--- config.mk ---
export PLATFORM = sky130hd
export DESIGN_NAME = x3q16_exec_unit
export DESIGN_NICKNAME = d
export VERILOG_FILES = /design/src/rtl/x3q16_pkg.sv /design/src/rtl/x3q16_mul_iter.sv /design/src/rtl/x3q16_exec_unit.sv
export SDC_FILE = /design/constraint.sdc
export NUM_CORES = 1
export LEC_CHECK = 0
export CORE_ASPECT_RATIO = 0.9
export CORE_MARGIN = 5
export CORE_UTILIZATION = 63
export CTS_BUF_LIST = sky130_fd_sc_hd__clkbuf_16
export DETAILED_ROUTE_END_ITERATION = 7
export GPL_ROUTABILITY_DRIVEN = 0
export PLACE_DENSITY = 0.95
export SETUP_SLACK_MARGIN = 0.1
export SYNTH_ARGS = -nofsm -noshare
export SYNTH_HDL_FRONTEND = slang
export SYNTH_HIERARCHICAL = 1
export SYNTH_SLANG_ARGS = --single-unit
--- constraint.sdc ---
create_clock -name clk -period 1.8 [get_ports clk]
set_input_delay 0.18 -clock clk [delete_from_list [all_inputs] [get_ports clk]]
set_output_delay 0.18 -clock clk [all_outputs]
set_load 0.02 [all_outputs]
--- src/rtl/x3q16_pkg.sv ---
// rtl/x3q16_pkg.sv - shared width, mode encodings and FSM state type for x3q16_exec_unit
package x3q16_pkg;

    localparam int DATA_W = 16;

    localparam logic [2:0] MODE_ADD  = 3'b000;
    localparam logic [2:0] MODE_SUB  = 3'b001;
    localparam logic [2:0] MODE_MUL  = 3'b010;
    localparam logic [2:0] MODE_NAND = 3'b011;
    localparam logic [2:0] MODE_SHL  = 3'b100;
    localparam logic [2:0] MODE_SHR  = 3'b101;

    typedef enum logic [1:0] {
        IDLE = 2'd0,
        MUL  = 2'd1,
        DONE = 2'd2
    } state_e;

endpackage

--- src/rtl/x3q16_mul_iter.sv ---
// rtl/x3q16_mul_iter.sv - shift-add multiplier, MUL_STEP bits per cycle, low 16 bits of a*b
module x3q16_mul_iter
    import x3q16_pkg::*;
#(
    parameter int MUL_STEP = 1
) (
    input  logic              clk,
    input  logic              rst_n,
    input  logic              start,
    input  logic [DATA_W-1:0] a,
    input  logic [DATA_W-1:0] b,
    output logic              done,
    output logic [DATA_W-1:0] product
);

    localparam int K = DATA_W / MUL_STEP;

    logic [DATA_W-1:0] acc_q;
    logic [DATA_W-1:0] mcand_q;
    logic [DATA_W-1:0] mplier_q;
    logic [DATA_W-1:0] partial;
    logic [3:0]        cnt_q;
    logic              run_q;

    always_comb begin
        partial = '0;
        for (int j = 0; j < MUL_STEP; j++) begin
            if (mplier_q[j]) begin
                partial = partial + (mcand_q << j);
            end
        end
    end

    // product already includes the current step so the final value is ready on the done edge
    assign product = acc_q + partial;
    assign done    = run_q && (cnt_q == 4'(K - 1));

    always_ff @(posedge clk or negedge rst_n) begin
        if (!rst_n) begin
            acc_q    <= '0;
            mcand_q  <= '0;
            mplier_q <= '0;
            cnt_q    <= '0;
            run_q    <= 1'b0;
        end else if (start) begin
            acc_q    <= '0;
            mcand_q  <= a;
            mplier_q <= b;
            cnt_q    <= '0;
            run_q    <= 1'b1;
        end else if (run_q) begin
            acc_q    <= product;
            mcand_q  <= mcand_q << MUL_STEP;
            mplier_q <= mplier_q >> MUL_STEP;
            cnt_q    <= done ? 4'd0 : cnt_q + 4'd1;
            run_q    <= !done;
        end
    end

endmodule

--- src/rtl/x3q16_exec_unit.sv ---
// rtl/x3q16_exec_unit.sv - 16-bit request/response execution unit; X3Q16_FULL_MUL_EN selects the iterative full multiplier
module x3q16_exec_unit
    import x3q16_pkg::*;
#(
    parameter int MUL_STEP = 1
) (
    input  logic              clk,
    input  logic              rst_n,
    input  logic              req_valid,
    output logic              req_ready,
    input  logic [DATA_W-1:0] req_a,
    input  logic [DATA_W-1:0] req_b,
    input  logic [2:0]        req_mode,
    output logic              rsp_valid,
    input  logic              rsp_ready,
    output logic [DATA_W-1:0] rsp_result,
    output logic              rsp_equal,
    output logic              rsp_greater,
    output logic              busy
);

    generate
        if (!(MUL_STEP == 1 || MUL_STEP == 2 || MUL_STEP == 4)) begin : g_bad_step
            $error("x3q16_exec_unit: MUL_STEP must be 1, 2 or 4");
        end
    endgenerate

    state_e            state_q;
    logic [DATA_W-1:0] result_q;
    logic              equal_q;
    logic              greater_q;
    logic [DATA_W-1:0] alu_result;
    logic              accept;

    assign req_ready   = (state_q == IDLE);
    assign rsp_valid   = (state_q == DONE);
    assign busy        = (state_q != IDLE);
    assign rsp_result  = result_q;
    assign rsp_equal   = equal_q;
    assign rsp_greater = greater_q;
    assign accept      = req_valid && req_ready;

    always_comb begin
        alu_result = '0;
        case (req_mode)
            MODE_ADD:  alu_result = req_a + req_b;
            MODE_SUB:  alu_result = req_a - req_b;
`ifdef X3Q16_FULL_MUL_EN
            MODE_MUL:  alu_result = '0;
`else
            MODE_MUL:  alu_result = 16'(req_a[7:0]) * 16'(req_b[7:0]);
`endif
            MODE_NAND: alu_result = ~(req_a & req_b);
            MODE_SHL:  alu_result = req_a << 1;
            MODE_SHR:  alu_result = req_a >> 1;
            default:   alu_result = '0;
        endcase
    end

`ifdef X3Q16_FULL_MUL_EN
    logic              mul_start;
    logic              mul_done;
    logic [DATA_W-1:0] mul_product;

    assign mul_start = accept && (req_mode == MODE_MUL);

    x3q16_mul_iter #(
        .MUL_STEP (MUL_STEP)
    ) u_mul (
        .clk     (clk),
        .rst_n   (rst_n),
        .start   (mul_start),
        .a       (req_a),
        .b       (req_b),
        .done    (mul_done),
        .product (mul_product)
    );
`endif

    // Operands are consumed on the accept edge, so flags are captured there and held until release
    always_ff @(posedge clk or negedge rst_n) begin
        if (!rst_n) begin
            state_q   <= IDLE;
            result_q  <= '0;
            equal_q   <= 1'b0;
            greater_q <= 1'b0;
        end else begin
            case (state_q)
                IDLE: begin
                    if (accept) begin
                        equal_q   <= (req_a == req_b);
                        greater_q <= ($signed(req_a) > $signed(req_b));
`ifdef X3Q16_FULL_MUL_EN
                        if (req_mode == MODE_MUL) begin
                            state_q <= MUL;
                        end else begin
                            result_q <= alu_result;
                            state_q  <= DONE;
                        end
`else
                        result_q <= alu_result;
                        state_q  <= DONE;
`endif
                    end
                end
`ifdef X3Q16_FULL_MUL_EN
                MUL: begin
                    if (mul_done) begin
                        result_q <= mul_product;
                        state_q  <= DONE;
                    end
                end
`endif
                DONE: begin
                    if (rsp_ready) begin
                        state_q <= IDLE;
                    end
                end
                default: state_q <= IDLE;
            endcase
        end
    end

endmodule

==> results of run 1 <==
==> stage by stage <==
step	TNS [ns]	util	area, um^2
after floorplan	-20.15	-	5170
after global placement	-34.48	0.919	7000
after detailed placement	-38.12	0.919	7000
==> kinds of logic after synthesis <==
group           share of synthesized area
simple gates                        0.172
xor+xnor                           0.0528
mux                                0.0332
flops                              0.0956
compound gates                      0.235
fa+ha+maj                           0.324
buf+inv                            0.0873
==> results_tabular.tex, run 1 <==
\begin{tabular}{lr}
\hline
Metric & Value \\
\hline
\multicolumn{2}{l}{\textbf{Status}} \\
Result of the run & did not finish \\
Last stage reached & 4\_1\_cts \\
Error that ended the run & [ERROR DPL-0038] Utilization greater than 100\%, impossible to legalize \\
\multicolumn{2}{l}{\textbf{Floorplan}} \\
Starting utilization of the core area & 0.653 \\
Number of top-level pins & 60 \\
Height of the chip & 94.3 um \\
Placement row count & 30 \\
DIE WIDTH & between 100 and 150 um \\
\multicolumn{2}{l}{\textbf{Synthesis}} \\
Top cell type's share of synthesized area & 0.171 \\
Count of synthesis-stage warnings from yosys & 6 \\
Seq/Total Area, Yosys & 0.0956 \\
Mean instance size in the synthesized netlist & 7.99 um\^{}2 \\
Number of distinct library cells after synthesis & 65 \\
Number of enable flip-flop cells after synthesis & 0 \\
Main area contributors after synthesis & sky130\_fd\_sc\_hd\_\_ha\_1, sky130\_fd\_sc\_hd\_\_fa\_1, sky130\_fd\_sc\_hd\_\_dfrtp\_1 \\
Most instantiated flip-flop cell in the synthesis netlist & sky130\_fd\_sc\_hd\_\_dfrtp\_1 \\
Commonest cells in the netlist & sky130\_fd\_sc\_hd\_\_inv\_1, sky130\_fd\_sc\_hd\_\_ha\_1, sky130\_fd\_sc\_hd\_\_a21oi\_1 \\
Number of standard cells after synthesis & 622 \\
Biggest area consumer among synthesized cells & sky130\_fd\_sc\_hd\_\_ha\_1 \\
Library cell with the highest instance count after synthesis & sky130\_fd\_sc\_hd\_\_inv\_1 \\
Number of nets produced by synthesis & between 700 and 800 \\
Fraction of registers with async set or reset after synthesis & 1.00 \\
Register bit total from synthesis & 19 \\
Post-synthesis instance area & roughly 0.0050 mm\^{}2 \\
\multicolumn{2}{l}{\textbf{Clock network}} \\
Number of post-CTS setup repair buffers & 23 \\
Number of buffers created by CTS & 3 \\
Clk sink count & 19 \\
Post\_cts resized & 240 \\
CTS root buf & sky130\_fd\_sc\_hd\_\_clkbuf\_16 \\
Hold buffer count at CTS & 0 \\
Number of levels the H-tree was split into & 1 \\
Max Buffers Root-to-Sink & 2 \\
\multicolumn{2}{l}{\textbf{Placed design}} \\
Number of cells after detailed placement & 916 \\
Detailed placement HPWL & 18.0 mm \\
Count of port buffers added during placement & 59 \\
Post-placement setup slack & -2.93 ns \\
\hline
\end{tabular}
==> inputs of run 2 (changes only) <==
--- a/config.mk
+++ b/config.mk
@@ -5,14 +5,11 @@
 export SDC_FILE = /design/constraint.sdc
 export NUM_CORES = 1
 export LEC_CHECK = 0
-export CORE_ASPECT_RATIO = 0.9
 export CORE_MARGIN = 5
-export CORE_UTILIZATION = 63
-export CTS_BUF_LIST = sky130_fd_sc_hd__clkbuf_16
+export CORE_UTILIZATION = 40
 export DETAILED_ROUTE_END_ITERATION = 7
 export GPL_ROUTABILITY_DRIVEN = 0
-export PLACE_DENSITY = 0.95
-export SETUP_SLACK_MARGIN = 0.1
+export PLACE_DENSITY_LB_ADDON = 0.15
 export SYNTH_ARGS = -nofsm -noshare
 export SYNTH_HDL_FRONTEND = slang
 export SYNTH_HIERARCHICAL = 1
==> run 2 against run 1 <==
The flow now finishes, with violations (negative setup slack). Synthesized cell count stayed put. Area after synthesis stayed put.
==> results_tabular.tex, run 2 <==
\begin{tabular}{lr}
\hline
Metric & Value \\
\hline
\multicolumn{2}{l}{\textbf{Synthesis}} \\
Main area contributors after synthesis & sky130\_fd\_sc\_hd\_\_ha\_1, sky130\_fd\_sc\_hd\_\_fa\_1, sky130\_fd\_sc\_hd\_\_dfrtp\_1 (unchanged) \\
Number of distinct library cells after synthesis & 65 (unchanged) \\
Seq/Total Area, Yosys & 0.0956 (unchanged) \\
Library cell with the highest instance count after synthesis & sky130\_fd\_sc\_hd\_\_inv\_1 (unchanged) \\
Mean instance size in the synthesized netlist & 7.99 um\^{}2 (unchanged) \\
Fraction of registers with async set or reset after synthesis & 1.00 (unchanged) \\
Number of nets produced by synthesis & 767 (unchanged) \\
Count of synthesis-stage warnings from yosys & 6 (unchanged) \\
Number of standard cells after synthesis & 622 (unchanged) \\
Commonest cells in the netlist & sky130\_fd\_sc\_hd\_\_inv\_1, sky130\_fd\_sc\_hd\_\_ha\_1, sky130\_fd\_sc\_hd\_\_a21oi\_1 (unchanged) \\
Number of enable flip-flop cells after synthesis & 0 (unchanged) \\
Biggest area consumer among synthesized cells & sky130\_fd\_sc\_hd\_\_ha\_1 (unchanged) \\
Register bit total from synthesis & 19 (unchanged) \\
Most instantiated flip-flop cell in the synthesis netlist & sky130\_fd\_sc\_hd\_\_dfrtp\_1 (unchanged) \\
Top cell type's share of synthesized area & 0.171 (unchanged) \\
Post-synthesis instance area & 0.00497 mm\^{}2 (unchanged) \\
\multicolumn{2}{l}{\textbf{Floorplan}} \\
Placement row count & 40 (was 30) \\
DIE WIDTH & 121 um (was 104 um) \\
Die ar. & 0.0148 mm\^{}2 \\
Area of the core & 0.0121 mm\^{}2 \\
Starting utilization of the core area & 0.411 (was 0.653) \\
Height of the chip & 121 um (was 94.3 um) \\
Number of top-level pins & 60 (unchanged) \\
\multicolumn{2}{l}{\textbf{Placed design}} \\
Post-placement setup slack & -2.73 ns (was -2.93 ns) \\
Number of cells after detailed placement & 999 (was 916) \\
Count of port buffers added during placement & 59 (unchanged) \\
Detailed placement HPWL & 14.4 mm (was 18.0 mm) \\
\multicolumn{2}{l}{\textbf{Layout}} \\
Post-route core utilization & 0.663 \\
Number of inserted diodes & 0 \\
Footprint of the multi-input gates & 0.00474 mm\^{}2 \\
Post-Layout Cell Count & around 1000 \\
Proportion of layout cells with a drive suffix above 1 & 0.399 \\
Number of flip-flops in the largest register & 16 \\
Commonest cells after routing, fill and taps aside & sky130\_fd\_sc\_hd\_\_buf\_4, sky130\_fd\_sc\_hd\_\_inv\_1, sky130\_fd\_sc\_hd\_\_ha\_1 \\
Synthesis-to-layout area growth & 61.6\% \\
Final-stage net count & 999 \\
Sequential Area & 475 um\^{}2 \\
Most common library cell in the layout ignoring fill and taps & sky130\_fd\_sc\_hd\_\_buf\_4 \\
Fill cell count & 1019 \\
\multicolumn{2}{l}{\textbf{Timing}} \\
Count of pins over their slew limit & 0 \\
Clock period minus final worst setup slack & roughly 3.8 ns \\
Final worst clock skew & $\sim$0.0021 ns \\
Setup slack after layout & -2.01 ns \\
Fmax & 0.262 GHz \\
Setup violation total in the final timing report & 16 \\
Transition time at the pin with the least slew margin & between 0.5 and 0.6 ns \\
Slew margin rel. & 0.599 \\
Worst hold-check slack & 0.275 ns \\
Aggregate negative setup slack & -23.18 ns \\
Setup repair after global routing missed its margin & true \\
Final period utilization & 2.12 \\
Number of endpoints with negative hold slack in the final report & 0 \\
\multicolumn{2}{l}{\textbf{Detailed routing}} \\
Final routed wirelength across all metal layers & 17.7 mm \\
Total via count after detailed routing & between 5000 and 6000 \\
Remaining antenna violation count & 0 \\
Mean number of vias per cell & 5.40 \\
DR WL/cell & about 17 um \\
Number of iterations in the first detailed-routing pass & 5 \\
\# DRC & 0 \\
Initial drt markers & 501 \\
\multicolumn{2}{l}{\textbf{Clock network}} \\
Clock insertion delay at the later pin of the skew report & between 0.2 and 0.3 ns \\
CTS root buf & sky130\_fd\_sc\_hd\_\_clkbuf\_16 (unchanged) \\
Clock tree from TritonCTS & done \\
Number of buffers created by CTS & 3 (unchanged) \\
Number of levels the H-tree was split into & 1 (unchanged) \\
Clock input transition at the sequential cells of the worst setup and hold paths & $\sim$0.06 ns \\
Max Buffers Root-to-Sink & 2 (unchanged) \\
Clk sink count & 19 (unchanged) \\
\multicolumn{2}{l}{\textbf{Pwr}} \\
Proportion of total power due to net switching & 0.455 \\
Max rail drop VDD & 597 uV \\
Leakage Power & 3.73 nW \\
Power density over the cells & $\sim$800 mW/mm\^{}2 \\
Sequential cell fraction of total power & 0.093 \\
Combinational Power Share & 0.835 \\
Clk pwr share & 0.072 \\
NetSw & 2.91 mW \\
Internal Power & 3.49 mW \\
\multicolumn{2}{l}{\textbf{Global route}} \\
Antenna violations before repair & 0 \\
Maximum number of pins on one net before global-route repair & 32 \\
Via count of the first global-routing pass & just under 6000 \\
Global route total overflow & 0 \\
Global-route wire length before repair & 28.4 mm \\
GRT Util Overall & 0.236 \\
\multicolumn{2}{l}{\textbf{Setup path}} \\
WS Path Type & input pin to flip-flop \\
Critical Path End Type & flip-flop \\
Critical path fanouts, max & 7 \\
Kind of start point of the critical path & input pin \\
Req. time, crit path & $\sim$1.9 ns \\
Data arrival time of the critical path & 3.93 ns \\
Cell depth of the worst flop-to-flop path & 6 \\
\multicolumn{2}{l}{\textbf{Status}} \\
Violated checks & negative setup slack \\
Result of the run & finished with violations (was did not finish) \\
\multicolumn{2}{l}{\textbf{Min path}} \\
Class of the tightest hold or removal check & input pin to asynchronous set/reset pin \\
\multicolumn{2}{l}{\textbf{Job}} \\
MaxCap Viol Count & 0 \\
\hline
\end{tabular}
-- run 2: kinds of logic (layout without fill, tap and decap cells) --
kind of cell / Yosys count / after routing / share of synthesized area
AOI/OAI and AO/OA: 174 / 174 / 0.235
and+or+nand+nor: 168 / 168 / 0.172
buffers and inverters: 111 / 342 / 0.0873
adders and majority gates: 106 / 106 / 0.324
xor gates and xnor gates: 30 / 30 / 0.0528
DFF: 19 / 19 / 0.0956
muxes: 14 / 14 / 0.0332
-- run 2: power groups by stage --
stage          registers (mW)  logic (mW)  clock network [mW]
6_report                0.596        5.35               0.463
5_1_grt                 0.607        5.76               0.492
4_1_cts                 0.597        4.80               0.470
3_5_place_dp            0.604        4.30                   0
3_3_place_gp            0.602        4.19                   0
2_1_floorplan           0.711        2.57                   0
-- run 2: cell type report --
type                            instances  area share
Inverter                               85      0.0405
Clock buffer                            3     0.00934
Multi-Input combinational cell        492       0.590
Timing Repair Buffer                  253       0.275
Clock inverter                          1    0.000623
Sequential cell                        19      0.0592
Tap cell                              168      0.0262
-- run 2: worst max-delay path, cell delays in order --
cell and delay (ns):
sky130_fd_sc_hd__buf_6 0.11, sky130_fd_sc_hd__and2_4 0.13, sky130_fd_sc_hd__fa_1 0.51, sky130_fd_sc_hd__fa_1 0.52, sky130_fd_sc_hd__fa_1 0.53, sky130_fd_sc_hd__inv_2 0.04
sky130_fd_sc_hd__fa_2 0.53, sky130_fd_sc_hd__inv_2 0.04, sky130_fd_sc_hd__ha_4 0.24, sky130_fd_sc_hd__o21a_1 0.18, sky130_fd_sc_hd__o21ai_2 0.15, sky130_fd_sc_hd__o21ba_4 0.17
sky130_fd_sc_hd__o31ai_4 0.06, sky130_fd_sc_hd__xnor2_1 0.15, sky130_fd_sc_hd__a221oi_2 0.25, sky130_fd_sc_hd__o221ai_1 0.12
-- run 2: path summary, 6_finish.rpt --
kind | slack (ns) | startpoint | to
setup / recovery | -2.01 | req_a[3] | rsp_result[12]
hold / removal | 0.28 | rst_n | state_q[1]
hold reg to reg | 0.48 | rsp_equal | rsp_equal
min in group clk | 0.48 | rsp_equal | rsp_equal
max in group asynchronous | 1.31 | rst_n | rsp_result[0]
setup reg to reg | 0.25 | state_q[1] | rsp_greater
-- run 2: repair_timing --
item | CTS | global route
endpoints found under the hold margin | 0 | 0
hold buffers | 0 | 0
endpoints found under the setup margin | 18 | 17
setup buffers | 9 | 9
gates resized for setup | 163 | 61
pin swaps | 43 | 44
-- run 2: metal layers --
layer / part of all wire / vias up / track usage
met3: 0.060 / 24 / 0.0354
li1: - / 2630 / -
met4: 0.015 / 0 / 0.0427
met1: 0.45 / 2656 / 0.320
met5: 0 / - / 0
met2: 0.48 / 202 / 0.402
-- run 2: per-stage QoR --
step	power, mW	instance area [um^2]
final	6.41	8040
after global routing	6.86	8040
after floorplan	3.28	5170
after detailed placement	4.91	7190
after CTS	5.87	7660
after global placement	4.79	7190
Note: power is estimated with default switching activity, not from simulation.
